===== src/rtl/mem_miss_pkg.sv =====
// Shared types for the memory miss responder: FSM states, request-source
// encoding (priority order low to high index) and the default line size.
package mem_miss_pkg;

    localparam int LINE_WORDS_DEF = 4;

    typedef enum logic [1:0] {
        IDLE  = 2'd0,
        WRITE = 2'd1,
        FILL  = 2'd2,
        RESP  = 2'd3
    } state_e;

    typedef enum logic [2:0] {
        SRC_W1 = 3'd0,
        SRC_R1 = 3'd1,
        SRC_W2 = 3'd2,
        SRC_R2 = 3'd3,
        SRC_I  = 3'd4
    } src_e;

    function automatic logic src_is_read(input src_e s);
        return (s == SRC_R1) || (s == SRC_R2) || (s == SRC_I);
    endfunction

endpackage


===== src/rtl/miss_req_arbiter.sv =====
// Edge-captures the five miss/store request levels into pending bits and
// picks the highest-priority pending source; abort kills the I-fetch request.
module miss_req_arbiter
    import mem_miss_pkg::*;
(
    input  logic clk,
    input  logic rst,
    input  logic writemiss1_i,
    input  logic readmiss1_i,
    input  logic writemiss2_i,
    input  logic readmiss2_i,
    input  logic ireadmiss_i,
    input  logic abort_i,
    input  logic grant_i,
    output logic sel_vld_o,
    output src_e sel_src_o
);

    logic [4:0] req, prev_q, pend_q, pend_d, elig, clr;

    // Bit index equals the source encoding, so index order is priority order.
    assign req = {ireadmiss_i, readmiss2_i, writemiss2_i, readmiss1_i, writemiss1_i};

    always_comb begin
        elig        = pend_q;
        elig[SRC_I] = pend_q[SRC_I] & ~abort_i;
        sel_vld_o   = 1'b0;
        sel_src_o   = SRC_W1;
        for (int k = 4; k >= 0; k--) begin
            if (elig[k]) begin
                sel_vld_o = 1'b1;
                sel_src_o = src_e'(3'(k));
            end
        end
    end

    always_comb begin
        clr = '0;
        if (grant_i) clr[sel_src_o] = 1'b1;
        // A rise while still pending is a no-op; a rise after the grant re-arms.
        pend_d = (pend_q & ~clr) | (req & ~prev_q);
        if (abort_i) pend_d[SRC_I] = 1'b0;
    end

    always_ff @(posedge clk or posedge rst) begin
        if (rst) begin
            prev_q <= '0;
            pend_q <= '0;
        end else begin
            prev_q <= req;
            pend_q <= pend_d;
        end
    end

endmodule


===== src/rtl/mem_miss_responder.sv =====
// Serves D-cache read misses, write-through stores and I-cache misses against
// a single main-memory port, assembling multi-beat fills into a cache line.
module mem_miss_responder
    import mem_miss_pkg::*;
#(
    parameter int LINE_WORDS = LINE_WORDS_DEF,
    parameter int DATA_W     = 32,
    parameter int ADDR_W     = 32
) (
    input  logic                         clk,
    input  logic                         rst,
    input  logic                         readmiss1,
    input  logic                         readmiss2,
    input  logic                         writemiss1,
    input  logic                         writemiss2,
    input  logic [ADDR_W-1:0]            addr1,
    input  logic [ADDR_W-1:0]            addr2,
    input  logic [DATA_W-1:0]            wdata1,
    input  logic [DATA_W-1:0]            wdata2,
    input  logic                         ireadmiss,
    input  logic [ADDR_W-1:0]            iaddr,
    input  logic                         abort,
    output logic                         ReadReady1,
    output logic                         ReadReady2,
    output logic                         WriteReady1,
    output logic                         WriteReady2,
    output logic                         iReadReady,
    output logic [LINE_WORDS*DATA_W-1:0] fill_line,
    output logic [ADDR_W-1:0]            fill_addr,
    output logic                         fill_we1,
    output logic                         fill_we2,
    output logic                         ifill_we,
    output logic                         mem_req,
    output logic                         mem_we,
    output logic [ADDR_W-1:0]            mem_addr,
    output logic [DATA_W-1:0]            mem_wdata,
    input  logic [DATA_W-1:0]            mem_rdata,
    input  logic                         mem_ack
);

    localparam int BEAT_W = (LINE_WORDS > 1) ? $clog2(LINE_WORDS) : 1;
    localparam int OFF_W  = BEAT_W + 2;
    localparam logic [BEAT_W-1:0] LAST_BEAT = BEAT_W'(LINE_WORDS - 1);

    state_e                             state_q, state_d;
    src_e                               src_q, src_d, sel_src;
    logic                               sel_vld, grant;
    logic [ADDR_W-1:0]                  addr_q, addr_d, line_base;
    logic [DATA_W-1:0]                  wdata_q, wdata_d;
    logic [BEAT_W-1:0]                  beat_q, beat_d;
    logic                               squash_q, squash_d;
    logic [LINE_WORDS-1:0][DATA_W-1:0]  line_q, line_d;
    logic                               unused_addr_lsbs;

    assign grant            = (state_q == IDLE) && sel_vld;
    assign line_base        = {addr_q[ADDR_W-1:OFF_W], {OFF_W{1'b0}}};
    assign fill_line        = line_q;
    assign unused_addr_lsbs = ^addr_q[1:0];

    miss_req_arbiter u_arb (
        .clk          (clk),
        .rst          (rst),
        .writemiss1_i (writemiss1),
        .readmiss1_i  (readmiss1),
        .writemiss2_i (writemiss2),
        .readmiss2_i  (readmiss2),
        .ireadmiss_i  (ireadmiss),
        .abort_i      (abort),
        .grant_i      (grant),
        .sel_vld_o    (sel_vld),
        .sel_src_o    (sel_src)
    );

    always_comb begin
        state_d     = state_q;
        src_d       = src_q;
        addr_d      = addr_q;
        wdata_d     = wdata_q;
        beat_d      = beat_q;
        squash_d    = squash_q;
        line_d      = line_q;
        ReadReady1  = 1'b0;
        ReadReady2  = 1'b0;
        WriteReady1 = 1'b0;
        WriteReady2 = 1'b0;
        iReadReady  = 1'b0;
        fill_we1    = 1'b0;
        fill_we2    = 1'b0;
        ifill_we    = 1'b0;
        fill_addr   = '0;
        mem_req     = 1'b0;
        mem_we      = 1'b0;
        mem_addr    = '0;
        mem_wdata   = '0;

        case (state_q)
            IDLE: begin
                beat_d   = '0;
                squash_d = 1'b0;
                if (sel_vld) begin
                    src_d = sel_src;
                    case (sel_src)
                        SRC_W1, SRC_R1: begin addr_d = addr1; wdata_d = wdata1; end
                        SRC_W2, SRC_R2: begin addr_d = addr2; wdata_d = wdata2; end
                        default:        begin addr_d = iaddr; wdata_d = '0;     end
                    endcase
                    state_d = src_is_read(sel_src) ? FILL : WRITE;
                end
            end
            WRITE: begin
                mem_req   = 1'b1;
                mem_we    = 1'b1;
                mem_addr  = {addr_q[ADDR_W-1:2], 2'b00};
                mem_wdata = wdata_q;
                if (mem_ack) state_d = RESP;
            end
            FILL: begin
                mem_req  = 1'b1;
                mem_addr = line_base | ADDR_W'({beat_q, 2'b00});
                // A mispredict cannot stop the burst; it only hides the result.
                if (abort && (src_q == SRC_I)) squash_d = 1'b1;
                if (mem_ack) begin
                    line_d[beat_q] = mem_rdata;
                    beat_d         = beat_q + BEAT_W'(1);
                    if (beat_q == LAST_BEAT) begin
                        beat_d  = '0;
                        state_d = RESP;
                    end
                end
            end
            RESP: begin
                if (src_is_read(src_q)) fill_addr = line_base;
                case (src_q)
                    SRC_W1: WriteReady1 = 1'b1;
                    SRC_W2: WriteReady2 = 1'b1;
                    SRC_R1: begin ReadReady1 = 1'b1; fill_we1 = 1'b1; end
                    SRC_R2: begin ReadReady2 = 1'b1; fill_we2 = 1'b1; end
                    default: begin
                        iReadReady = ~squash_q;
                        ifill_we   = ~squash_q;
                    end
                endcase
                state_d = IDLE;
            end
            default: state_d = IDLE;
        endcase
    end

    always_ff @(posedge clk or posedge rst) begin
        if (rst) begin
            state_q  <= IDLE;
            src_q    <= SRC_W1;
            addr_q   <= '0;
            wdata_q  <= '0;
            beat_q   <= '0;
            squash_q <= 1'b0;
            line_q   <= '0;
        end else begin
            state_q  <= state_d;
            src_q    <= src_d;
            addr_q   <= addr_d;
            wdata_q  <= wdata_d;
            beat_q   <= beat_d;
            squash_q <= squash_d;
            line_q   <= line_d;
        end
    end

endmodule

===== config.mk =====
export PLATFORM = sky130hd
export DESIGN_NAME = mem_miss_responder
export DESIGN_NICKNAME = d
export VERILOG_FILES = /design/src/rtl/mem_miss_pkg.sv /design/src/rtl/miss_req_arbiter.sv /design/src/rtl/mem_miss_responder.sv
export SDC_FILE = /design/constraint.sdc
export NUM_CORES = 1
export LEC_CHECK = 0
export ABC_AREA = 0
export ABC_CLOCK_PERIOD_IN_PS = 7800
export BUFFER_PORTS_ARGS = -buffer_cell sky130_fd_sc_hd__clkbuf_2
export CAP_MARGIN = 20
export CORE_AREA = 2 2 169 171
export DETAILED_ROUTE_END_ITERATION = 10
export DIE_AREA = 0 0 171 173
export PLACE_DENSITY = 0.65
export SETUP_SLACK_MARGIN = 0.5
export SYNTH_ARGS = -nofsm -noshare
export SYNTH_HDL_FRONTEND = slang
export SYNTH_HIERARCHICAL = 1
export SYNTH_SLANG_ARGS = --single-unit

===== constraint.sdc =====
create_clock -name clk -period 7.8 [get_ports clk]
set_input_delay 0.78 -clock clk [delete_from_list [all_inputs] [get_ports clk]]
set_output_delay 0.78 -clock clk [all_outputs]
set_load 0.02 [all_outputs]

==> results of run 1 <==
-- flip-flops by register name, indices dropped and copies added (netlist names) --
register,flops
fill_line,128
wdata_q,32
addr_q,30
u_arb/pend_q,5
u_arb/prev_q,5
src_q,3
beat_q,2
state_q,2
squash_q,1
-- layout by cell type (no fill, tap or decap), types with 2 or more instances in the layout --
master	Yosys	routed
clkbuf_2	2	422
dfrtp_1	208	208
mux2_2	95	95
o21ai_0	72	72
and2_1	71	71
nand2_1	67	66
mux2i_1	64	64
nor2_1	42	41
mux2_4	37	37
a21oi_1	34	34
clkbuf_16	0	25
and2_2	19	19
inv_1	16	15
ha_1	9	9
clkbuf_8	0	7
buf_4	12	7
conb_1	1	6
nand2_4	4	4
nor2b_1	4	4
nand2b_1	4	4
clkbuf_1	26	3
clkinv_2	0	3
clkinv_4	0	3
a22oi_1	2	2
inv_8	0	2
a22o_1	2	2
bufinv_16	0	2
-- per-stage QoR --
stage / hold WS, ns / utilization [%]
after floorplan: 0.3996 / -
after global placement: 0.4049 / 43.63
after detailed placement: 0.4112 / 43.63
after CTS: 0.2929 / 46.72
after global routing: 0.3166 / 46.82
final: 0.3069 / 46.82
-- power by group through the flow --
stage               registers (W)  clock network [W]  logic [W]
CTS                       0.00183            0.00121    0.00229
global placement          0.00181                  0    0.00226
detailed placement        0.00184                  0    0.00229
global route              0.00189            0.00126    0.00247
finish                    0.00182            0.00118    0.00227
floorplan                 0.00213                  0    0.00121
-- per-layer routing --
metal | vias to the layer above | wire, um | global-route usage (%)
met1 | 3509 | 10340 | 19.36
met4 | 2 | 699 | 5.226
li1 | 3566 | - | -
met2 | 294 | 13310 | 32.01
met5 | - | 9 | 0
met3 | 48 | 2084 | 3.891
-- final cells by class --
type	count	share of cell area, %
timing repair buffer	430	16.95
clock buffer	35	5.668
multi-input combinational	541	32.04
inverter	16	0.5223
sequential	208	40.24
tap	378	3.656
clock inverter	10	0.9285
-- kinds of logic after synthesis --
logic type | synth area share (%)
compound gates | 6.035
fa+ha+maj | 1.156
buf+inv | 4.391
flops | 53.42
mux | 23.25
other cells | 0.03848
simple gates | 11.71
-- final timing paths --
kind / from / endpoint / depth (start not counted)
max: u_arb/pend_q[0] / wdata_q[18] / 7
min: rst / u_arb/prev_q[4] / 2
max reg2reg: u_arb/pend_q[0] / wdata_q[18] / 7
min reg2reg: u_arb/prev_q[2] / u_arb/pend_q[2] / 1
max in group asynchronous: rst / addr_q[14] / 3
min in group clk: ireadmiss / u_arb/prev_q[4] / 1
-- critical path, stage by stage, from the launching register on --
cell      delay [ns]
dfrtp_1         0.44
or4_4           0.59
nand2b_1        0.20
nand2_2         0.07
buf_4           0.64
inv_1           0.29
nand2b_1        0.84
o21ai_0         0.26
==> results.cfg, run 1 <==
[synth]
synth_edf_count = 0
synth_seq_cells = 208
ys_async_sr_fraction_pct = 100.0
syn_inst = 818
ys_seq_area_share_pct = 53.42
synth_common_cells = 208 x dfrtp_1, 95 x mux2_2, 72 x o21ai_0
yosysWarnings = 6
yosysMostFrequentCell = dfrtp_1
postSynthAreaPerCell_um2 = 11.91
yosysTopAreaCellShare_pct = 53.42
ys.flop_type = dfrtp_1
synthTopCellsByArea = dfrtp_1 53%, mux2_2 11%, mux2i_1 6.6%
yosys.area.top_type = dfrtp_1
syn_area_um2 = 9744
synth.distinct_cells = 33

[flow_run]
drv_cap = 0

[floorplanning]
io_pins = 435
rows = 61
start_util_pct = 35.27
die_area_um2 = 29580
die_y_um = 173
core_um2 = 27630
die_w_um = 171

[global_routing]
grt_pass1_wl_um = 40670
grtUsageTotal_pct = 17.23
grt_pass1_vias = 7536
grt-ovfl-total = 0
grt_start_max_net_pins = 130
antenna_found_initial = 1

[route]
vias = 7419
drc = 0
first_pass_iters = 4
avgRoutedWirePerCell_um = 16.35
drt_iter0_markers = 257
drtAntennaViolNets = 0
vias_per_cell = 4.585
wl_um = 26450

[timing]
tightest_slew_ns = 1.061
min_period_over_period_pct = 46.60
hold_viol = 0
fin_tns_setup_ns = 0
rsz0062_at_grt = no
setup_viol = 0
worst_slack_ns = 4.165
max_freq_mhz = 275.1
relSlewSlack_pct = 29.24
drv_slew = 0
final.setup_skew_ns = 0.009068
min_period_ns = 3.635

[layout]
drive_above_1_share_pct = 51.37
seqCellArea_um2 = 5205
final_area_um2 = 12940
area_delta_synth_final_pct = 32.76
nFillCells = 2605
layoutNonFillerInstCount = 1618
layout.nets = 1432
num_antenna_cells = 0
multi_input_area_um2 = 4145

[power_and_ir_drop]
p_comb_share_pct = 43.1
total_leakage_power_nw = 6.913
p_per_area_nw_per_um2 = 407.7
seq_power_share_pct = 34.6
vdd_drop_max_v = 0.0001437
p_sw_w = 0.002090
power_switching_share_pct = 39.63
p_total_w = 0.005274
pwr-share-clk_pct = 22.3
p_int_w = 0.003184

[critical_path]
startpoint_type = flip-flop
path_class = reg2reg
r2r_slack_ns = 4.17
worst_ep_arrival_time_ns = 3.96
path_max_fanout = 95
critPathCaptureType = flip-flop
critPathRequiredTime_ns = 8.13

[place]
pre_cts_slack_ns = 4.173
place_area_um2 = 12060
gp_congestion = 0.7856
placed_cells = 1572
numPortBuffers = 422
dp_hpwl_um = 19080

[min_path]
hold_class = in2async

[clocking]
numCtsBuffers = 25
cts_htree_levels = 1
clk_latency_ns = 0.51
clk_pin_slew_worst_paths_ns = 0.06
cts_tree = yes
cts_setup_buffers = 0
clock_sinks = 208
clock-root-buffer = clkbuf_16
post_cts_resized = 0
cts_buffer_depth = 3
cts_hold_buf = 0

[status]
status = complete, no violations
Note: power is estimated with default switching activity, not from simulation.
==> run 2, diff against run 1 <==
--- a/config.mk
+++ b/config.mk
@@ -5,14 +5,14 @@
 export SDC_FILE = /design/constraint.sdc
 export NUM_CORES = 1
 export LEC_CHECK = 0
-export ABC_AREA = 0
-export ABC_CLOCK_PERIOD_IN_PS = 7800
+export ABC_AREA = 1
+export ABC_CLOCK_PERIOD_IN_PS = 3700
 export BUFFER_PORTS_ARGS = -buffer_cell sky130_fd_sc_hd__clkbuf_2
 export CAP_MARGIN = 20
-export CORE_AREA = 2 2 169 171
+export CORE_AREA = 2 2 171 173
 export DETAILED_ROUTE_END_ITERATION = 10
-export DIE_AREA = 0 0 171 173
-export PLACE_DENSITY = 0.65
+export DIE_AREA = 0 0 173 175
+export PLACE_DENSITY = 0.64
 export SETUP_SLACK_MARGIN = 0.5
 export SYNTH_ARGS = -nofsm -noshare
 export SYNTH_HDL_FRONTEND = slang
==> constraint.sdc (replaced) <==
create_clock -name clk -period 3.7 [get_ports clk]
set_input_delay 0.37 -clock clk [delete_from_list [all_inputs] [get_ports clk]]
set_output_delay 0.37 -clock clk [all_outputs]
set_load 0.02 [all_outputs]
==> run 2 against run 1 <==
Effect of this change:
- sequential power is 100% higher
- combinational power is 130% higher
- clock-buffer cell count is 4 higher
- synthesized area is 2.7% higher
- critical path type is now reg2out
- critical endpoint is now mem_addr[22]
==> results.cfg, run 2 <==
[timing]
drv_slew = 0
max_freq_mhz = 368.4
fin_tns_setup_ns = 0
setup_viol = 0
final.setup_skew_ns = 0.01502
tightest_slew_ns = 1.037
min_period_ns = 2.714
hold_viol = 0
rsz0062_at_grt = no
min_period_over_period_pct = 73.36
worst_slack_ns = 0.9859
relSlewSlack_pct = 30.87

[critical_path]
critPathRequiredTime_ns = 3.33
worstSetupEndpoint = mem_addr[22]
r2r_end = u_arb/pend_q[1]
worst_ep_arrival_time_ns = 2.34
path_max_fanout = 28
r2r-start = state_q[1]
rr_worst_depth = 7
critPathCaptureType = output pin
startpoint_type = flip-flop
cp-startpoint = state_q[0]
path_class = reg2out
r2r_slack_ns = 1.45

[layout]
layout.nets = 1724
nFillCells = 2880
final_common_cell = clkbuf_2
drive_above_1_share_pct = 37.58
seqCellArea_um2 = 5205
largest_register_ffs = 128
multi_input_area_um2 = 3751
area_delta_synth_final_pct = 29.67
layout_common_cells = 422 x clkbuf_2, 223 x nand2_1, 208 x dfrtp_1

[route]
vias = 9113
wl_um = 30530
drtAntennaViolNets = 0
vias_per_cell = 4.751
avgRoutedWirePerCell_um = 15.92
drt_iter0_markers = 570
first_pass_iters = 5
drc = 0

[synth]
syn_area_um2 = 10010
yosysWarnings = 6
synthTopCellsByArea = dfrtp_1 52%, nand2_1 8.4%, o21ai_2 7.4%
ys.flop_type = dfrtp_1
synth_seq_cells = 208
syn_inst = 1126
yosysMostFrequentCell = nand2_1
synth_edf_count = 0
ys_seq_area_share_pct = 51.99
postSynthAreaPerCell_um2 = 8.892
synth.distinct_cells = 31
yosys.area.top_type = dfrtp_1
synth_common_cells = 223 x nand2_1, 208 x dfrtp_1, 125 x a21oi_1
yosysTopAreaCellShare_pct = 51.99
ys_async_sr_fraction_pct = 100.0

[flow_run]
drv_cap = 0

[place]
pre_cts_slack_ns = 1.344
gp_congestion = 0.8564
dp_hpwl_um = 21450
numPortBuffers = 422

[power_and_ir_drop]
total_leakage_power_nw = 7.108
p_per_area_nw_per_um2 = 863.0
vdd_drop_max_v = 0.0005402

[status]
status = complete, no violations

[clocking]
cts_hold_buf = 6
cts_tree = yes
post_cts_resized = 0
clk_pin_slew_worst_paths_ns = 0.06
cts_buffer_depth = 3
clk_latency_ns = 0.51
cts_setup_buffers = 0
clock_sinks = 208
clock-root-buffer = clkbuf_16
cts_htree_levels = 1
numCtsBuffers = 24

[global_routing]
grtUsageTotal_pct = 19.55
antenna_found_initial = 3
grt-ovfl-total = 0
grt_start_max_net_pins = 115
grt_pass1_wl_um = 48310
grt_pass1_vias = 9003

[floorplanning]
io_pins = 435
die_area_um2 = 30280
start_util_pct = 35.26
die_y_um = 175
die_w_um = 173
rows = 62
core_um2 = 28390

[min_path]
hold_class = in2reg
## run 2: cell types whose count changed after synthesis, sizes merged, moves of 59 or more
cell | previous run | this run
a21oi | 34 | 125
nand2 | 71 | 231
o21ai | 73 | 139
mux2i | 64 | 0
nand3 | 0 | 66
inv | 16 | 124
mux2 | 132 | 0
nor2 | 42 | 101
and2 | 90 | 0
## run 2: worst max-delay path: stages (launching register included)
cell	delay (ns)
dfrtp_1	0.39
inv_1	0.10
ha_1	0.36
o21ai_4	0.68
nor2_1	0.11
clkbuf_2	0.19
## run 2: metal layers
layer | wire length, um | global-route usage, % | up-vias
met3 | 2356 | 4.874 | 55
met5 | 0 | 0 | -
met1 | 12660 | 24.75 | 4267
met4 | 930 | 6.603 | 0
met2 | 14580 | 32.72 | 367
li1 | - | - | 4424
## run 2: stage by stage
step                      util, %  hold slack [ns]  power (W)  instances  instance area, um2
after floorplan                 -           0.2102   0.007299       1131               10030
after global placement      42.65           0.3774   0.008822       1865               12110
after detailed placement    42.65           0.3791   0.008907       1865               12110
after CTS                   45.62          0.06856    0.01131       1913               12950
after global routing        45.72          0.08853    0.01200       1917               12980
final                       45.73           0.1009    0.01120       1918               12980
## run 2: layout make-up
cell class | count | area share [%]
Sequential cell | 208 | 40.09
Multi-Input combinational cell | 719 | 28.89
Timing Repair Buffer | 437 | 17.54
Clock buffer | 39 | 5.686
Tap cell | 384 | 3.701
Inverter | 124 | 3.672
Clock inverter | 3 | 0.3373
Antenna cell | 4 | 0.07710
## run 2: worst min path at each step
stage	from	to	depth (start not counted)
after floorplan	rst	u_arb/pend_q[0]	1
after global placement	rst	u_arb/prev_q[3]	2
after detailed placement	rst	u_arb/prev_q[3]	2
after CTS	addr1[19]	addr_q[19]	3
after global routing	addr1[22]	addr_q[22]	3
final	addr1[15]	addr_q[15]	3
## run 2: logic make-up after synthesis
kind of cell | after synthesis | share of synthesized area (%)
flops | 208 | 51.99
fa+ha+maj | 9 | 1.125
buf+inv | 204 | 10.86
other cells | 1 | 0.03745
compound gates | 296 | 18.51
simple gates | 408 | 17.48
## run 2: report_power, final
group	switching, W	internal [W]	leakage [nW]
combinational	0.00356	0.00165	4.12
sequential	0.000499	0.00315	2.60
clock	0.000913	0.00142	0.383
